**config.mk**
```make
export PLATFORM = sky130hd
export DESIGN_NAME = stall_control_param_flat
export DESIGN_NICKNAME = d
export VERILOG_FILES = /design/src/rtl/pipeline_ctrl_pkg.sv /design/src/rtl/stall_control_param_if.sv /design/src/rtl/stall_down_counter.sv /design/src/rtl/stall_control_param.sv /design/src/flat_wrapper.sv
export SDC_FILE = /design/constraint.sdc
export NUM_CORES = 1
export LEC_CHECK = 0
export ABC_AREA = 1
export BUFFER_PORTS_ARGS = -buffer_cell sky130_fd_sc_hd__buf_2
export CAP_MARGIN = 20
export CORE_MARGIN = 2
export CORE_UTILIZATION = 41
export CTS_CLUSTER_DIAMETER = 50
export DETAILED_ROUTE_END_ITERATION = 8
export PLACE_DENSITY = 0.8
export SYNTH_ARGS = -nofsm -noshare
export SYNTH_HDL_FRONTEND = slang
export SYNTH_SLANG_ARGS = --single-unit
```
**constraint.sdc**
```tcl
create_clock -name clk -period 1.4 [get_ports clk]
set_clock_uncertainty 0.15 [all_clocks]
set_input_delay 0 -clock clk [delete_from_list [all_inputs] [get_ports clk]]
set_output_delay 0 -clock clk [all_outputs]
set_load 0.05 [all_outputs]
```
**src/rtl/pipeline_ctrl_pkg.sv**
```systemverilog
// Shared types and default opcode constants for the pipeline stall controller.
package pipeline_ctrl_pkg;

    typedef enum logic [1:0] {
        ST_IDLE    = 2'd0,
        ST_WAIT    = 2'd1,
        ST_RELEASE = 2'd2,
        ST_HALTED  = 2'd3
    } state_e;

    typedef enum logic [1:0] {
        CLS_NONE = 2'd0,
        CLS_LD   = 2'd1,
        CLS_JMP  = 2'd2,
        CLS_HLT  = 2'd3
    } stall_class_e;

    localparam logic [4:0] OPC_HLT   = 5'b10001;
    localparam logic [4:0] OPC_LD    = 5'b10100;
    localparam logic [4:0] JMP_MASK  = 5'b11100;
    localparam logic [4:0] JMP_MATCH = 5'b11100;

endpackage

```
**src/rtl/stall_control_param_if.sv**
```systemverilog
// Program-memory / pipeline side signals of the stall controller.
interface stall_control_param_if
    import pipeline_ctrl_pkg::*;
#(
    parameter int INS_W = 20
);
    logic [INS_W-1:0] ins_pm;
    logic             ext_stall_req;
    logic             resume;
    logic             stall;
    logic             stall_pm;
    logic             halted;
    stall_class_e     stall_class;

    modport master (
        output ins_pm, ext_stall_req, resume,
        input  stall, stall_pm, halted, stall_class
    );

    modport slave (
        input  ins_pm, ext_stall_req, resume,
        output stall, stall_pm, halted, stall_class
    );
endinterface

```
**src/rtl/stall_down_counter.sv**
```systemverilog
// Loadable down-counter that saturates at zero; load wins over enable.
module stall_down_counter #(
    parameter int CNT_W = 4
) (
    input  logic             clk,
    input  logic             reset,
    input  logic             load,
    input  logic [CNT_W-1:0] load_val,
    input  logic             enable,
    output logic [CNT_W-1:0] count,
    output logic             zero
);
    logic [CNT_W-1:0] cnt_q;

    // Load a new stall length, otherwise decrement toward zero and stick there.
    always_ff @(posedge clk or negedge reset) begin
        if (!reset) begin
            cnt_q <= '0;
        end else if (load) begin
            cnt_q <= load_val;
        end else if (enable && (cnt_q != '0)) begin
            cnt_q <= cnt_q - 1'b1;
        end
    end

    assign count = cnt_q;
    assign zero  = (cnt_q == '0);
endmodule

```
**src/rtl/stall_control_param.sv**
```systemverilog
// Opcode-driven pipeline stall controller with configurable stall lengths,
// sticky HALT and external stall freeze.
//
//  state   | meaning
//  --------+-------------------------------------------------------------
//  IDLE    | decode active; a stalling class asserts stall this cycle
//  WAIT    | remaining stall cycles counted down, decode ignored
//  RELEASE | stall low for one cycle, held instruction not re-decoded
//  HALTED  | stall held until resume (ignored while ext_stall_req)
module stall_control_param
    import pipeline_ctrl_pkg::*;
#(
    parameter int               INS_W     = 20,
    parameter int               OPC_W     = 5,
    parameter int               OPC_LSB   = 15,
    parameter logic [OPC_W-1:0] OPC_HLT   = pipeline_ctrl_pkg::OPC_HLT,
    parameter logic [OPC_W-1:0] OPC_LD    = pipeline_ctrl_pkg::OPC_LD,
    parameter logic [OPC_W-1:0] JMP_MASK  = pipeline_ctrl_pkg::JMP_MASK,
    parameter logic [OPC_W-1:0] JMP_MATCH = pipeline_ctrl_pkg::JMP_MATCH,
    parameter int               LD_STALL  = 1,
    parameter int               JMP_STALL = 2,
    parameter int               CNT_W     = 4
) (
    input logic                  clk,
    input logic                  reset,
    stall_control_param_if.slave bus
);
    // The detect cycle is the first stall cycle, so the counter holds the remainder.
    localparam bit               LD_EN     = (LD_STALL > 0);
    localparam bit               JMP_EN    = (JMP_STALL > 0);
    localparam bit               LD_MULTI  = (LD_STALL > 1);
    localparam bit               JMP_MULTI = (JMP_STALL > 1);
    localparam logic [CNT_W-1:0] LD_LOAD   = LD_EN  ? CNT_W'(LD_STALL - 1)  : '0;
    localparam logic [CNT_W-1:0] JMP_LOAD  = JMP_EN ? CNT_W'(JMP_STALL - 1) : '0;
    localparam logic [CNT_W-1:0] CNT_ONE   = CNT_W'(1);

    state_e           state, state_next;
    stall_class_e     class_q, class_next;
    logic [INS_W-1:0] ins;
    logic [OPC_W-1:0] opc;
    logic             hit_hlt, hit_jmp, hit_ld;
    logic             unused_ins;
    logic             cnt_load, cnt_en, cnt_zero;
    logic [CNT_W-1:0] cnt_val, cnt;
    logic             fsm_stall;
    logic             stall_pm_q, halted_q;

    assign ins        = bus.ins_pm;
    assign opc        = ins[OPC_LSB +: OPC_W];
    assign unused_ins = ^ins;

    // HLT outranks jump, jump outranks load.
    assign hit_hlt = (opc == OPC_HLT);
    assign hit_jmp = !hit_hlt && ((opc & JMP_MASK) == JMP_MATCH);
    assign hit_ld  = !hit_hlt && !hit_jmp && (opc == OPC_LD);

    stall_down_counter #(.CNT_W(CNT_W)) u_cnt (
        .clk      (clk),
        .reset    (reset),
        .load     (cnt_load),
        .load_val (cnt_val),
        .enable   (cnt_en),
        .count    (cnt),
        .zero     (cnt_zero)
    );

    // State register.
    always_ff @(posedge clk or negedge reset) begin
        if (!reset) begin
            state <= ST_IDLE;
        end else begin
            state <= state_next;
        end
    end

    // Next state, counter control and class tracking; all frozen by ext_stall_req.
    always_comb begin
        state_next = state;
        class_next = class_q;
        cnt_load   = 1'b0;
        cnt_val    = '0;
        cnt_en     = 1'b0;
        if (!bus.ext_stall_req) begin
            case (state)
                ST_IDLE: begin
                    class_next = CLS_NONE;
                    if (hit_hlt) begin
                        state_next = ST_HALTED;
                        class_next = CLS_HLT;
                    end else if (hit_jmp && JMP_EN) begin
                        cnt_load = 1'b1;
                        cnt_val  = JMP_LOAD;
                        if (JMP_MULTI) begin
                            state_next = ST_WAIT;
                            class_next = CLS_JMP;
                        end else begin
                            state_next = ST_RELEASE;
                        end
                    end else if (hit_ld && LD_EN) begin
                        cnt_load = 1'b1;
                        cnt_val  = LD_LOAD;
                        if (LD_MULTI) begin
                            state_next = ST_WAIT;
                            class_next = CLS_LD;
                        end else begin
                            state_next = ST_RELEASE;
                        end
                    end
                end
                ST_WAIT: begin
                    cnt_en = 1'b1;
                    if ((cnt == CNT_ONE) || cnt_zero) begin
                        state_next = ST_RELEASE;
                        class_next = CLS_NONE;
                    end
                end
                ST_RELEASE: begin
                    state_next = ST_IDLE;
                    class_next = CLS_NONE;
                end
                ST_HALTED: begin
                    if (bus.resume) begin
                        state_next = ST_RELEASE;
                        class_next = CLS_NONE;
                    end
                end
                default: begin
                    state_next = ST_IDLE;
                    class_next = CLS_NONE;
                end
            endcase
        end
    end

    // FSM stall output: immediate on decode in IDLE, held in WAIT/HALTED.
    always_comb begin
        fsm_stall = 1'b0;
        case (state)
            ST_IDLE:    fsm_stall = hit_hlt || (hit_jmp && JMP_EN) || (hit_ld && LD_EN);
            ST_WAIT:    fsm_stall = 1'b1;
            ST_HALTED:  fsm_stall = 1'b1;
            default:    fsm_stall = 1'b0;
        endcase
    end

    // Reset gates stall so an instruction held on ins_pm cannot leak through.
    assign bus.stall = reset & (fsm_stall | bus.ext_stall_req);

    // Registered status outputs track the state register.
    always_ff @(posedge clk or negedge reset) begin
        if (!reset) begin
            stall_pm_q <= 1'b0;
            halted_q   <= 1'b0;
            class_q    <= CLS_NONE;
        end else begin
            stall_pm_q <= bus.stall;
            halted_q   <= (state_next == ST_HALTED);
            class_q    <= class_next;
        end
    end

    assign bus.stall_pm    = stall_pm_q;
    assign bus.halted      = halted_q;
    assign bus.stall_class = class_q;
endmodule
```
**src/flat_wrapper.sv**
```systemverilog
// flat-port wrapper written by rule: the top's interface ports become plain ports
module stall_control_param_flat import pipeline_ctrl_pkg::*;
#(
    parameter int               INS_W     = 20,
    parameter int               OPC_W     = 5,
    parameter int               OPC_LSB   = 15,
    parameter logic [OPC_W-1:0] OPC_HLT   = pipeline_ctrl_pkg::OPC_HLT,
    parameter logic [OPC_W-1:0] OPC_LD    = pipeline_ctrl_pkg::OPC_LD,
    parameter logic [OPC_W-1:0] JMP_MASK  = pipeline_ctrl_pkg::JMP_MASK,
    parameter logic [OPC_W-1:0] JMP_MATCH = pipeline_ctrl_pkg::JMP_MATCH,
    parameter int               LD_STALL  = 1,
    parameter int               JMP_STALL = 2,
    parameter int               CNT_W     = 4
)
  (clk, reset, bus_ins_pm, bus_ext_stall_req, bus_resume, bus_stall, bus_stall_pm, bus_halted, bus_stall_class);
  stall_control_param_if #(.INS_W(INS_W)) bus_i ();
  input logic clk;
  input logic reset;
  input wire logic [$bits(bus_i.ins_pm)-1:0] bus_ins_pm;
  input wire logic [$bits(bus_i.ext_stall_req)-1:0] bus_ext_stall_req;
  input wire logic [$bits(bus_i.resume)-1:0] bus_resume;
  output wire logic [$bits(bus_i.stall)-1:0] bus_stall;
  output wire logic [$bits(bus_i.stall_pm)-1:0] bus_stall_pm;
  output wire logic [$bits(bus_i.halted)-1:0] bus_halted;
  output wire logic [$bits(bus_i.stall_class)-1:0] bus_stall_class;
  assign bus_i.ins_pm = bus_ins_pm;
  assign bus_i.ext_stall_req = bus_ext_stall_req;
  assign bus_i.resume = bus_resume;
  assign bus_stall = bus_i.stall;
  assign bus_stall_pm = bus_i.stall_pm;
  assign bus_halted = bus_i.halted;
  assign bus_stall_class = bus_i.stall_class;
  stall_control_param #(.INS_W(INS_W), .OPC_W(OPC_W), .OPC_LSB(OPC_LSB), .OPC_HLT(OPC_HLT), .OPC_LD(OPC_LD), .JMP_MASK(JMP_MASK), .JMP_MATCH(JMP_MATCH), .LD_STALL(LD_STALL), .JMP_STALL(JMP_STALL), .CNT_W(CNT_W)) u_core (.clk(clk), .reset(reset), .bus(bus_i));
endmodule
```
==> impl_table.tex, run 1 <==
\begin{tabular}{lr}
\hline
Metric & Value \\
\hline
\multicolumn{2}{l}{\textbf{Timing}} \\
\quad Final hold violation count & 0 \\
\quad Min Tclk post-route & 1.50 ns \\
\quad Crit share post-route & 107\% \\
\quad Final-report setup violation count & 7 \\
\quad Final Max Tran Viols & 0 \\
\quad Maximum frequency from static timing analysis & 666 MHz \\
\quad Post-route setup slack & -0.102 ns \\
\quad Rel. slew slack & 83.2\% \\
\quad Least-Margin Pin Slew & 0.254 ns \\
\quad Unrepaired setup endpoints after global routing & yes \\
\multicolumn{2}{l}{\textbf{Hold path}} \\
\quad Hold Crit Class & input port to register \\
\multicolumn{2}{l}{\textbf{Setup path}} \\
\quad Sort of element at the start of the critical path & register \\
\quad CP arrival & 1.50 ns \\
\quad Critical path class & register to register \\
\quad CP required & 1.40 ns \\
\quad Max FO, Critical Path & 4 \\
\quad Crit path capture type & register \\
\multicolumn{2}{l}{\textbf{Die}} \\
\quad Ports & 29 \\
\quad Width of the chip & approximately 45 um \\
\quad Site Rows & 14 \\
\quad Initial cell density of the core & 44.3\% \\
\quad Vert. Die Dim & 44.8 um \\
\quad Area of the core region & 1540 um2 \\
\quad Overall die area & $\sim$2000 um2 \\
\multicolumn{2}{l}{\textbf{Cells and area}} \\
\quad Commonest non-fill, non-tap cell in the layout & sky130\_fd\_sc\_hd\_\_nand2\_1 \\
\quad Final cell utilization of the core & between 60\% and 70\% \\
\quad Number of cells in the finished layout apart from fillers & 142 \\
\quad Area Overhead vs Synth & 45.6\% \\
\quad Fraction of final layout cells with drive strength greater than 1 & 44.4\% \\
\quad Net count reported at finish & 155 \\
\quad Final antenna diode count & 0 \\
\quad Most used cells in the layout excluding fill and tap cells & sky130\_fd\_sc\_hd\_\_nand2\_1 (21), sky130\_fd\_sc\_hd\_\_inv\_1 (15), sky130\_fd\_sc\_hd\_\_nor2\_1 (12), sky130\_fd\_sc\_hd\_\_buf\_2 (12) \\
\multicolumn{2}{l}{\textbf{Power and ir drop}} \\
\quad Leakage & 0.549 nW \\
\quad PnR Total Power & 0.00203 W \\
\quad Max rail drop VDD & 0.00124 V \\
\quad Cell Pwr Density & 2040 nW/um2 \\
\multicolumn{2}{l}{\textbf{Placed design}} \\
\quad Count of buffers inserted at the top-level ports & 13 \\
\quad Detailed placement HPWL & 1.14 mm \\
\quad GPL Wtd Cong & about 0.83 \\
\quad Cell count after placement & 133 \\
\quad Worst-case setup slack after placement & -0.104 ns \\
\multicolumn{2}{l}{\textbf{Synthesis}} \\
\quad Top-area cell type share of the netlist area & 36.6\% \\
\quad Mapped cell area & 683 um2 \\
\quad Sequential element share of the synthesized area & 36.6\% \\
\quad Post-synthesis instance total & 98 \\
\quad Synthesized net count & $\sim$130 \\
\quad Number of distinct library cells after synthesis & 18 \\
\quad Yosys warning total & 0 \\
\quad Post-synthesis area per instance & about 7.0 um2 \\
\quad Leading cell types by total area after synthesis & sky130\_fd\_sc\_hd\_\_dfrtp\_1 (37\%), sky130\_fd\_sc\_hd\_\_nand2\_1 (14\%), sky130\_fd\_sc\_hd\_\_inv\_1 (12\%) \\
\quad Area leader, netlist & sky130\_fd\_sc\_hd\_\_dfrtp\_1 \\
\quad Synthesized flop and latch total & 10 \\
\multicolumn{2}{l}{\textbf{CTS}} \\
\quad Max Root-Sink Buffers & 2 \\
\quad TritonCTS buffer count & 3 \\
\quad Clock sink count & 10 \\
\quad Worst skew pair latency & $\sim$0.25 ns \\
\quad Clock transition time at the flip-flop clock pins of the worst setup and hold paths & 0.06 ns \\
\quad Clock H-tree levels & 1 \\
\quad Clock tree from TritonCTS & done \\
\quad Clock tree root buffer cell & sky130\_fd\_sc\_hd\_\_clkbuf\_4 \\
\multicolumn{2}{l}{\textbf{Global routing}} \\
\quad Antenna violations before repair & 0 \\
\quad First-pass GRT wire length & 2.48 mm \\
\quad Largest net degree at the start of global routing & 11 \\
\quad Via count of the first global-routing pass & about 570 \\
\quad Final global-route overflow total & 0 \\
\quad Total track usage & 17.3\% \\
\multicolumn{2}{l}{\textbf{Routing}} \\
\quad Wire length per cell after detailed routing & 11.7 um \\
\quad Number of remaining DRC errors & 0 \\
\quad Total via count in the routed design & around 680 \\
\quad Vias per cell & approximately 4.8 \\
\quad Remaining antenna violation count & 0 \\
\quad Detailed-route wire length & 1.66 mm \\
\quad First-pass iteration count of the detailed router & 4 \\
\quad DRT iter0 DRCs & 13 \\
\multicolumn{2}{l}{\textbf{Run}} \\
\quad Max cap viols & 0 \\
\multicolumn{2}{l}{\textbf{Status}} \\
\quad Failing checks & negative setup slack \\
\quad Status & complete, but fails checks \\
\hline
\end{tabular}
==> sequential cells by signal, indices dropped and copies added (netlist names) <==
| register | count |
|---|---|
| u_core.bus.halted | 1 |
| u_core.state | 2 |
| u_core.u_cnt.count | 4 |
| u_core.bus.stall_pm | 1 |
| u_core.bus.stall_class | 2 |
==> cells by family (layout without fill, tap and decap cells) <==
kind of cell | after synthesis | after routing | share of synthesized area, %
fa+ha+maj | 3 | 3 | 5.50
compound gates | 6 | 6 | 5.86
flops | 10 | 10 | 36.6
simple gates | 53 | 53 | 35.5
xor+xnor | 3 | 3 | 3.85
buf+inv | 23 | 51 | 12.6
==> stage by stage <==
| step | area [um2] | TNS, ns | hold slack, ns |
|---|---|---|---|
| after floorplan | 694 | 0 | -0.446 |
| after global placement | 825 | -0.0798 | -0.215 |
| after detailed placement | 825 | -0.368 | -0.210 |
| after CTS | 893 | -0.204 | 0.0103 |
| after global routing | 995 | -1.15 | 0.0508 |
| final | 995 | -0.473 | 0.0237 |
==> power by group <==
group,internal (W),switching (W)
registers,0.000407,0.000106
logic,0.000553,0.000782
clock network,0.0000986,0.0000852
total,0.00106,0.000973
==> per-layer routing <==
layer / share of wire (%) / vias up / track usage [%]
met5: 0 / - / 0
met4: 1.3 / 0 / 8.82
met3: 5.6 / 2 / 3.60
met2: 50 / 17 / 27.2
met1: 44 / 310 / 22.6
li1: - / 347 / -
==> cell type report <==
type | instances | area, um2
Fill cell | 126 | 547
Multi-Input combinational cell | 65 | 435
Sequential cell | 10 | 251
Timing Repair Buffer | 25 | 179
Inverter | 23 | 86.3
Clock buffer | 3 | 22.5
Tap cell | 16 | 20.0
==> cells in the mapped netlist <==
master                     n
sky130_fd_sc_hd__nand2_2   4
sky130_fd_sc_hd__inv_1    21
sky130_fd_sc_hd__xnor2_1   1
sky130_fd_sc_hd__o21ai_0   1
sky130_fd_sc_hd__o21ai_1   1
sky130_fd_sc_hd__a21oi_1   1
sky130_fd_sc_hd__nor2_1   13
sky130_fd_sc_hd__dfrtp_1  10
sky130_fd_sc_hd__nand3_1   7
sky130_fd_sc_hd__a21oi_2   2
sky130_fd_sc_hd__nor2_4    2
sky130_fd_sc_hd__nor2_2    1
sky130_fd_sc_hd__nand2_1  25
sky130_fd_sc_hd__inv_2     2
sky130_fd_sc_hd__xor2_1    2
sky130_fd_sc_hd__nand2_4   1
sky130_fd_sc_hd__o21a_1    1
sky130_fd_sc_hd__ha_1      3
==> worst max-delay path, cell delays in order (launching register included) <==
cell and delay [ns]:
sky130_fd_sc_hd__dfrtp_2 0.44, sky130_fd_sc_hd__buf_12 0.13, sky130_fd_sc_hd__ha_4 0.15, sky130_fd_sc_hd__inv_2 0.04, sky130_fd_sc_hd__nand2_2 0.05, sky130_fd_sc_hd__nand2_2 0.08, sky130_fd_sc_hd__a21oi_4 0.08, sky130_fd_sc_hd__buf_4 0.13
sky130_fd_sc_hd__o21a_1 0.15
==> repair_timing <==
action	4_1_cts	5_1_grt
endpoints found under the hold margin	14	0
gates resized for setup	5	18
endpoints found under the setup margin	8	9
setup buffers	1	3
pin swaps	5	14
hold buffers	2	0
gates cloned	0	0
==> final timing paths <==
path / startpoint / endpoint / slack [ns] / depth (start not counted)
worst max-delay path: u_core.u_cnt.count[0]$_DFFE_PN0P_ / u_core.bus.stall_class[1]$_DFFE_PN0P_ / -0.10 / 8
worst min-delay path: bus_ins_pm[15] / u_core.bus.stall_class[0]$_DFFE_PN0P_ / 0.02 / 5
worst max register to register: u_core.u_cnt.count[0]$_DFFE_PN0P_ / u_core.bus.stall_class[1]$_DFFE_PN0P_ / -0.10 / 8
worst min register to register: u_core.bus.stall_class[1]$_DFFE_PN0P_ / u_core.bus.stall_class[1]$_DFFE_PN0P_ / 0.34 / 1
max in group asynchronous: reset / u_core.u_cnt.count[0]$_DFFE_PN0P_ / 0.84 / 3
min in group asynchronous: reset / u_core.state[1]$_DFF_PN0_ / 0.09 / 3
(Power assumes the default switching activity.)
==> run 2: changes to the inputs <==
--- a/config.mk
+++ b/config.mk
@@ -5,7 +5,7 @@
 export SDC_FILE = /design/constraint.sdc
 export NUM_CORES = 1
 export LEC_CHECK = 0
-export ABC_AREA = 1
+export ABC_AREA = 0
 export BUFFER_PORTS_ARGS = -buffer_cell sky130_fd_sc_hd__buf_2
 export CAP_MARGIN = 20
 export CORE_MARGIN = 2
@@ -15,4 +15,5 @@
 export PLACE_DENSITY = 0.8
 export SYNTH_ARGS = -nofsm -noshare
 export SYNTH_HDL_FRONTEND = slang
+export SYNTH_HIERARCHICAL = 1
 export SYNTH_SLANG_ARGS = --single-unit
==> run 2 against run 1 <==
The run still ends with negative setup slack left. Final area is 23% higher. Worst hold slack better by 0.0093 ns. Wire length is 47% higher. Global-route usage grew 7.0 points. Synthesized cell count is 21% lower. Via count rose by 19%. Sequential share of layout area shrank 4.6 points. Final cell count stayed put.
==> impl_table.tex, run 2 <==
\begin{tabular}{lr}
\hline
Metric & Value \\
\hline
\multicolumn{2}{l}{\textbf{Status}} \\
\quad Status & complete, but fails checks \\
\quad Failing checks & negative setup slack \\
\multicolumn{2}{l}{\textbf{Synthesis}} \\
\quad Most frequently used flop master after synthesis & sky130\_fd\_sc\_hd\_\_dfrtp\_1 \\
\quad Synthesized flop and latch total & 10 \\
\quad Most used standard cell by instance count after synthesis & sky130\_fd\_sc\_hd\_\_dfrtp\_1 \\
\quad Sequential element share of the synthesized area & 35.8\% \\
\quad Leading cell types by total area after synthesis & sky130\_fd\_sc\_hd\_\_dfrtp\_1 (36\%), sky130\_fd\_sc\_hd\_\_nor4b\_2 (4.3\%), sky130\_fd\_sc\_hd\_\_nand2\_1 (3.8\%) \\
\quad Number of enable flip-flop cells after synthesis & 0 \\
\quad Share of flip-flops with an asynchronous set or reset after synthesis & 100\% \\
\quad Post-synthesis instance total & 77 \\
\quad Area leader, netlist & sky130\_fd\_sc\_hd\_\_dfrtp\_1 \\
\quad Number of distinct library cells after synthesis & 37 \\
\quad Post-synthesis area per instance & 9.07 um2 \\
\quad Mapped cell area & 698 um2 \\
\quad Top-area cell type share of the netlist area & 35.8\% \\
\quad Top cell types by occurrence after synthesis & sky130\_fd\_sc\_hd\_\_dfrtp\_1 (10), sky130\_fd\_sc\_hd\_\_nand2\_1 (7), sky130\_fd\_sc\_hd\_\_inv\_1 (6) \\
\quad Yosys warning total & 6 \\
\multicolumn{2}{l}{\textbf{CTS}} \\
\quad Clock sink count & 10 \\
\quad Clock tree from TritonCTS & done \\
\quad TritonCTS buffer count & 3 \\
\quad Worst skew pair latency & slightly below 0.3 ns \\
\quad Clock tree root buffer cell & sky130\_fd\_sc\_hd\_\_clkbuf\_4 \\
\quad Clock H-tree levels & 1 \\
\quad Clock transition time at the flip-flop clock pins of the worst setup and hold paths & 0.08 ns \\
\quad Max Root-Sink Buffers & 2 \\
\multicolumn{2}{l}{\textbf{Power and ir drop}} \\
\quad Leakage & $\sim$0.54 nW \\
\quad Cell Pwr Density & 1700 nW/um2 \\
\quad Max rail drop VDD & 0.00130 V \\
\multicolumn{2}{l}{\textbf{Placed design}} \\
\quad Detailed placement HPWL & approximately 1.4 mm \\
\quad GPL Wtd Cong & 0.849 \\
\quad Count of buffers inserted at the top-level ports & 13 \\
\multicolumn{2}{l}{\textbf{Global routing}} \\
\quad Largest net degree at the start of global routing & 11 \\
\quad Total track usage & 24.3\% \\
\quad Via count of the first global-routing pass & 761 \\
\quad First-pass GRT wire length & 3.53 mm \\
\quad Final global-route overflow total & 0 \\
\quad Antenna violations before repair & 0 \\
\multicolumn{2}{l}{\textbf{Routing}} \\
\quad Remaining antenna violation count & 0 \\
\quad Wire length per cell after detailed routing & between 15 and 20 um \\
\quad Total via count in the routed design & 802 \\
\quad DRT iter0 DRCs & 9 \\
\quad Number of remaining DRC errors & 0 \\
\quad Detailed-route wire length & 2.44 mm \\
\quad Vias per cell & about 5.6 \\
\quad First-pass iteration count of the detailed router & 4 \\
\multicolumn{2}{l}{\textbf{Timing}} \\
\quad Rel. slew slack & 62.6\% \\
\quad Min Tclk post-route & about 1.7 ns \\
\quad Final hold violation count & 0 \\
\quad Maximum frequency from static timing analysis & 579 MHz \\
\quad Unrepaired setup endpoints after global routing & yes \\
\quad Crit share post-route & 123\% \\
\quad Final Max Tran Viols & 0 \\
\quad Least-Margin Pin Slew & 0.553 ns \\
\quad Post-route setup slack & -0.327 ns \\
\quad Final-report setup violation count & 10 \\
\quad Worst hold margin & between 0.03 and 0.04 ns \\
\multicolumn{2}{l}{\textbf{Die}} \\
\quad Area of the core region & 1560 um2 \\
\quad Ports & 29 \\
\quad Width of the chip & 45.3 um \\
\quad Overall die area & 2050 um2 \\
\quad Initial cell density of the core & between 40\% and 50\% \\
\quad Site Rows & 14 \\
\quad Vert. Die Dim & 45.3 um \\
\multicolumn{2}{l}{\textbf{Cells and area}} \\
\quad Commonest non-fill, non-tap cell in the layout & sky130\_fd\_sc\_hd\_\_buf\_4 \\
\quad Most used cells in the layout excluding fill and tap cells & sky130\_fd\_sc\_hd\_\_buf\_4 (21), sky130\_fd\_sc\_hd\_\_buf\_2 (12), sky130\_fd\_sc\_hd\_\_dfrtp\_1 (8), sky130\_fd\_sc\_hd\_\_dlygate4sd3\_1 (7), sky130\_fd\_sc\_hd\_\_nand2\_1 (7) \\
\quad Net count reported at finish & 152 \\
\quad Largest register FFs & 4 \\
\quad Final cell utilization of the core & 78.6\% \\
\quad Final antenna diode count & 0 \\
\quad Area Overhead vs Synth & 75.4\% \\
\quad Fraction of final layout cells with drive strength greater than 1 & 51.6\% \\
\multicolumn{2}{l}{\textbf{Setup path}} \\
\quad Reg2Reg Setup Slack & -0.33 ns \\
\quad Crit path largest cell delay & between 0.5 and 0.6 ns \\
\quad Max FO, Critical Path & 4 \\
\quad Origin of the critical flop-to-flop path & u\_core/u\_cnt/count[3]\$\_DFFE\_PN0P\_ \\
\quad Cell Chain, Critical Path & or4b\_4, a221o\_1, a22oi\_2 \\
\quad Crit path capture type & register \\
\quad R2r worst-path depth & 3 \\
\quad R2R Path End & u\_core/bus.halted\$\_DFF\_PN0\_ \\
\quad Critical path class & register to register \\
\quad CP arrival & about 1.8 ns \\
\quad Cell with the biggest individual delay on the critical path & sky130\_fd\_sc\_hd\_\_or4b\_4 \\
\quad CP required & 1.47 ns \\
\quad Sort of element at the start of the critical path & register \\
\multicolumn{2}{l}{\textbf{Hold path}} \\
\quad Hold Crit Start & bus\_ext\_stall\_req \\
\quad Worst Hold Endpoint & u\_core/bus.stall\_class[0]\$\_DFFE\_PN0P\_ \\
\quad Worst Hold Path Cells & 3 \\
\quad Hold Crit Class & input port to register \\
\multicolumn{2}{l}{\textbf{Run}} \\
\quad Max cap viols & 0 \\
\hline
\end{tabular}
==> run 2: cell count changes after synthesis, sizes merged, moves of 6 or more <==
cell,delta
inv,-17
nand2,-23
nor2,-12
nand3,-6
==> run 2: area by class of cell <==
| cell class | count | area [um2] |
|---|---|---|
| Multi-Input combinational cell | 60 | 538 |
| Timing Repair Buffer | 46 | 355 |
| Fill cell | 97 | 334 |
| Sequential cell | 10 | 253 |
| Clock buffer | 4 | 36.3 |
| Inverter | 6 | 22.5 |
| Tap cell | 16 | 20.0 |
==> run 2: how the worst max path moves through the flow <==
| stage | from | to |
|---|---|---|
| 2_1_floorplan | u_core/state[0]$_DFF_PN0_ | u_core/u_cnt/count[3]$_DFFE_PN0P_ |
| 3_3_place_gp | u_core/state[1]$_DFF_PN0_ | u_core/u_cnt/count[3]$_DFFE_PN0P_ |
| 3_5_place_dp | u_core/state[1]$_DFF_PN0_ | u_core/u_cnt/count[3]$_DFFE_PN0P_ |
| 4_1_cts | u_core/u_cnt/count[0]$_DFFE_PN0P_ | u_core/bus.halted$_DFF_PN0_ |
| 5_1_grt | u_core/u_cnt/count[3]$_DFFE_PN0P_ | u_core/bus.halted$_DFF_PN0_ |
| 6_report | u_core/u_cnt/count[3]$_DFFE_PN0P_ | u_core/bus.halted$_DFF_PN0_ |
==> run 2: metal layers <==
metal	GRT usage, %	part of all wire [%]	vias up
met4	5.88	2.2	0
met2	43.7	54	27
met5	0	0	-
met1	27.2	37	385
li1	-	-	382
met3	8.40	6.8	8
==> run 2: report_power, final <==
part	internal, W	switching, W	total, W
clock network	0.000159	0.000129	0.000288
logic	0.000677	0.000645	0.00132
registers	0.000389	0.0000897	0.000478
total	0.00122	0.000864	0.00209
==> run 2: logic make-up after synthesis <==
family | synth area share, %
AO/OA/AOI/OAI | 25.4
AND/OR/NAND/NOR | 29.2
adder cells (fa/ha/maj) | 1.79
buffers and inverters | 5.91
XOR/XNOR | 1.25
other | 0.537
flip-flops | 35.8
==> run 2: worst max-delay path, delay by kind of cell, from the launching register on <==
kind / cells / cell delay (ns)
AOI/OAI and AO/OA: 2 / 0.52
DFF: 1 / 0.39
and+or+nand+nor: 1 / 0.59
==> run 2: stage by stage <==
step	TNS [ns]	cells	worst slack, ns	area [um2]	power (W)
floorplan	-1.63	79	-0.282	762	0.00105
global placement	-1.97	123	-0.263	953	0.00138
detailed placement	-2.35	123	-0.332	953	0.00142
CTS	-2.09	138	-0.281	1150	0.00188
global route	-2.86	142	-0.356	1220	0.00220
finish	-2.37	142	-0.327	1220	0.00209
==> run 2: timing repair <==
action	CTS	global route
hold endpoints to repair	13	0
setup buffers	4	5
pin swaps	5	11
setup endpoints to repair	10	10
resized for setup	13	11
hold buffers	7	0
==> run 3: changes to the inputs <==
==> constraint.sdc (replaced) <==
create_clock -name clk -period 1.46 [get_ports clk]
set_clock_uncertainty 0.15 [all_clocks]
set_input_delay 0 -clock clk [delete_from_list [all_inputs] [get_ports clk]]
set_output_delay 0 -clock clk [all_outputs]
set_load 0.05 [all_outputs]
==> run 3 against run 2 <==
The flow still finishes with violations (negative setup slack). Register-to-register slack gained 0.06 ns. Sequential power shrank 3%. Final area shrank 1.8%. Non-clock buffer count shrank 4. Worst hold slack gained 0.037 ns. Flip-flop and latch count is the same. Sequential share of layout area grew 0.39 points. Critical endpoint unchanged. Largest cell class unchanged. Highest routed layer unchanged.
==> impl_table.tex, run 3 (same netlist as run 2, synthesis figures left out) <==
\begin{tabular}{lr}
\hline
Metric & Value \\
\hline
\multicolumn{2}{l}{\textbf{CTS}} \\
\quad Max Root-Sink Buffers & 2 \\
\quad Clock tree root buffer cell & sky130\_fd\_sc\_hd\_\_clkbuf\_4 \\
\quad Worst skew pair latency & 0.27 ns \\
\quad Clock H-tree levels & 1 \\
\quad TritonCTS buffer count & 3 \\
\quad Clock transition time at the flip-flop clock pins of the worst setup and hold paths & 0.09 ns \\
\quad Clock tree from TritonCTS & done \\
\quad Clock sink count & 10 \\
\multicolumn{2}{l}{\textbf{Cells and area}} \\
\quad Register area & approximately 250 um2 \\
\quad Net count reported at finish & 148 \\
\quad Area Overhead vs Synth & 72.2\% \\
\quad Most used cells in the layout excluding fill and tap cells & sky130\_fd\_sc\_hd\_\_buf\_4 (20), sky130\_fd\_sc\_hd\_\_buf\_2 (12), sky130\_fd\_sc\_hd\_\_dfrtp\_1 (8), sky130\_fd\_sc\_hd\_\_nand2\_1 (7), sky130\_fd\_sc\_hd\_\_dlygate4sd3\_1 (6) \\
\quad Largest register FFs & 4 \\
\quad Fillers & 98 \\
\quad Commonest non-fill, non-tap cell in the layout & sky130\_fd\_sc\_hd\_\_buf\_4 \\
\quad Final antenna diode count & 0 \\
\quad Multi-input combinational cell area & 556 um2 \\
\quad Layout Cell Area excl Fill & 1200 um2 \\
\quad Fraction of final layout cells with drive strength greater than 1 & 54.1\% \\
\multicolumn{2}{l}{\textbf{Timing}} \\
\quad Rel. slew slack & between 60 and 70\% \\
\quad Min Tclk post-route & 1.72 ns \\
\quad Least-Margin Pin Slew & around 0.59 ns \\
\quad Unrepaired setup endpoints after global routing & yes \\
\quad Final Max Tran Viols & 0 \\
\quad Worst hold margin & 0.0695 ns \\
\quad Crit share post-route & 118\% \\
\quad Final hold violation count & 0 \\
\quad Maximum frequency from static timing analysis & 580 MHz \\
\quad Post-route setup slack & -0.263 ns \\
\quad Final-report setup violation count & 9 \\
\multicolumn{2}{l}{\textbf{Routing}} \\
\quad Remaining antenna violation count & 0 \\
\quad Detailed-route wire length & 2.19 mm \\
\quad Vias per cell & approximately 5.7 \\
\quad Total via count in the routed design & 790 \\
\quad Wire length per cell after detailed routing & 15.8 um \\
\quad DRT iter0 DRCs & 18 \\
\quad First-pass iteration count of the detailed router & 4 \\
\quad Number of remaining DRC errors & 0 \\
\multicolumn{2}{l}{\textbf{Setup path}} \\
\quad Max FO, Critical Path & 4 \\
\quad Buf/Inv on CP & 1 \\
\quad Critical path class & register to register \\
\quad Cell Chain, Critical Path & inv\_1, ha\_2, nor3b\_4, nor2\_4, a221o\_1, a22oi\_2 \\
\quad CP arrival & around 1.8 ns \\
\quad Crit path largest cell delay & 0.40 ns \\
\quad Crit path capture type & register \\
\quad Sort of element at the start of the critical path & register \\
\quad CP delay by family, top & compound AO/OA/AOI/OAI gates \\
\quad Cell with the biggest individual delay on the critical path & sky130\_fd\_sc\_hd\_\_dfrtp\_1 \\
\quad CP required & 1.50 ns \\
\multicolumn{2}{l}{\textbf{Global routing}} \\
\quad First-pass GRT wire length & 3.22 mm \\
\quad Antenna violations before repair & 0 \\
\quad Total track usage & 22.0\% \\
\quad Via count of the first global-routing pass & 771 \\
\quad Largest net degree at the start of global routing & 11 \\
\quad Final global-route overflow total & 0 \\
\multicolumn{2}{l}{\textbf{Run}} \\
\quad Max cap viols & 0 \\
\multicolumn{2}{l}{\textbf{Power and ir drop}} \\
\quad Internal Pwr Total & 0.00115 W \\
\quad Cell Pwr Density & 1630 nW/um2 \\
\quad Max rail drop VDD & $\sim$0.0013 V \\
\quad Part of the total power dissipated in sequential elements & 23.6\% \\
\quad Clock share of power & between 10 and 15\% \\
\quad Sw Share & roughly two fifths \\
\quad Sw Pwr & approximately 0.00081 W \\
\quad Logic pwr share & 62.9\% \\
\quad Leakage & 0.527 nW \\
\multicolumn{2}{l}{\textbf{Status}} \\
\quad Status & complete, but fails checks \\
\quad Failing checks & negative setup slack \\
\multicolumn{2}{l}{\textbf{Die}} \\
\quad Vert. Die Dim & 45.3 um \\
\quad Ports & 29 \\
\quad Width of the chip & 45.3 um \\
\quad Area of the core region & 1560 um2 \\
\quad Overall die area & 2050 um2 \\
\quad Site Rows & 14 \\
\quad Initial cell density of the core & between 40\% and 50\% \\
\multicolumn{2}{l}{\textbf{Placed design}} \\
\quad Detailed placement HPWL & 1.38 mm \\
\quad Count of buffers inserted at the top-level ports & 13 \\
\quad GPL Wtd Cong & approximately 0.9 \\
\quad Placed cell areas & about 940 um2 \\
\multicolumn{2}{l}{\textbf{Hold path}} \\
\quad Hold Crit Class & input port to register \\
\hline
\end{tabular}
## run 3: final timing paths
kind                                                       startpoint                               endpoint  slack, ns  depth (start not counted)
min in group asynchronous                                       reset          u_core/bus.stall_pm$_DFF_PN0_       0.08                          3
max in group asynchronous                                       reset              u_core/state[0]$_DFF_PN0_       0.91                          3
worst max register to register      u_core/u_cnt/count[0]$_DFFE_PN0P_            u_core/bus.halted$_DFF_PN0_      -0.26                          6
worst min-delay path                                   bus_ins_pm[18]          u_core/bus.stall_pm$_DFF_PN0_       0.07                          4
worst min register to register  u_core/bus.stall_class[1]$_DFFE_PN0P_  u_core/bus.stall_class[1]$_DFFE_PN0P_       0.39                          2
worst max-delay path                u_core/u_cnt/count[0]$_DFFE_PN0P_            u_core/bus.halted$_DFF_PN0_      -0.26                          6
## run 3: routing by layer
metal | wire (um) | track usage [%] | part of all wire (%) | vias up
li1 | - | - | - | 372
met1 | 928 | 26.2 | 42 | 395
met2 | 1180 | 38.0 | 54 | 19
met3 | 43 | 2.80 | 2.0 | 4
met4 | 34 | 11.8 | 1.6 | 0
met5 | 0 | 0 | 0 | -
## run 3: repair_timing
action / CTS / global route
hold buffers: 6 / 0
setup buffers: 6 / 2
hold endpoints to repair: 15 / 0
endpoints found under the setup margin: 10 / 10
pin swaps: 6 / 5
gates resized for setup: 13 / 15
## run 3: final cells by class
class | instances | area share (%)
Tap cell | 16 | 1.66
Multi-Input combinational cell | 60 | 46.2
Inverter | 6 | 1.87
Clock buffer | 4 | 3.02
Timing Repair Buffer | 42 | 26.2
Sequential cell | 10 | 21.0
## run 3: through the flow
stage          std cells  setup slack [ns]  setup TNS (ns)  power, W  utilization [%]
2_1_floorplan         79            -0.222           -1.06   0.00101                -
3_3_place_gp         121            -0.203           -1.32   0.00131             60.2
3_5_place_dp         121            -0.270           -1.77   0.00134             60.2
4_1_cts              137            -0.245           -1.73   0.00180             73.0
5_1_grt              138            -0.324           -2.28   0.00207             77.1
6_report             138            -0.263           -1.74   0.00196             77.1
## run 3: power by group through the flow
stage / Combinational (W) / Sequential, W / Clock, W
6_report: 0.00124 / 0.000464 / 0.000265
3_3_place_gp: 0.000865 / 0.000450 / 0
5_1_grt: 0.00132 / 0.000471 / 0.000279
2_1_floorplan: 0.000476 / 0.000535 / 0
3_5_place_dp: 0.000887 / 0.000455 / 0
4_1_cts: 0.00108 / 0.000455 / 0.000269
## run 3: worst min-delay path, stage by stage
cell                      delay, ns
sky130_fd_sc_hd__buf_2         0.14
sky130_fd_sc_hd__nand2_1       0.10
sky130_fd_sc_hd__a31oi_4       0.09
sky130_fd_sc_hd__buf_4         0.12
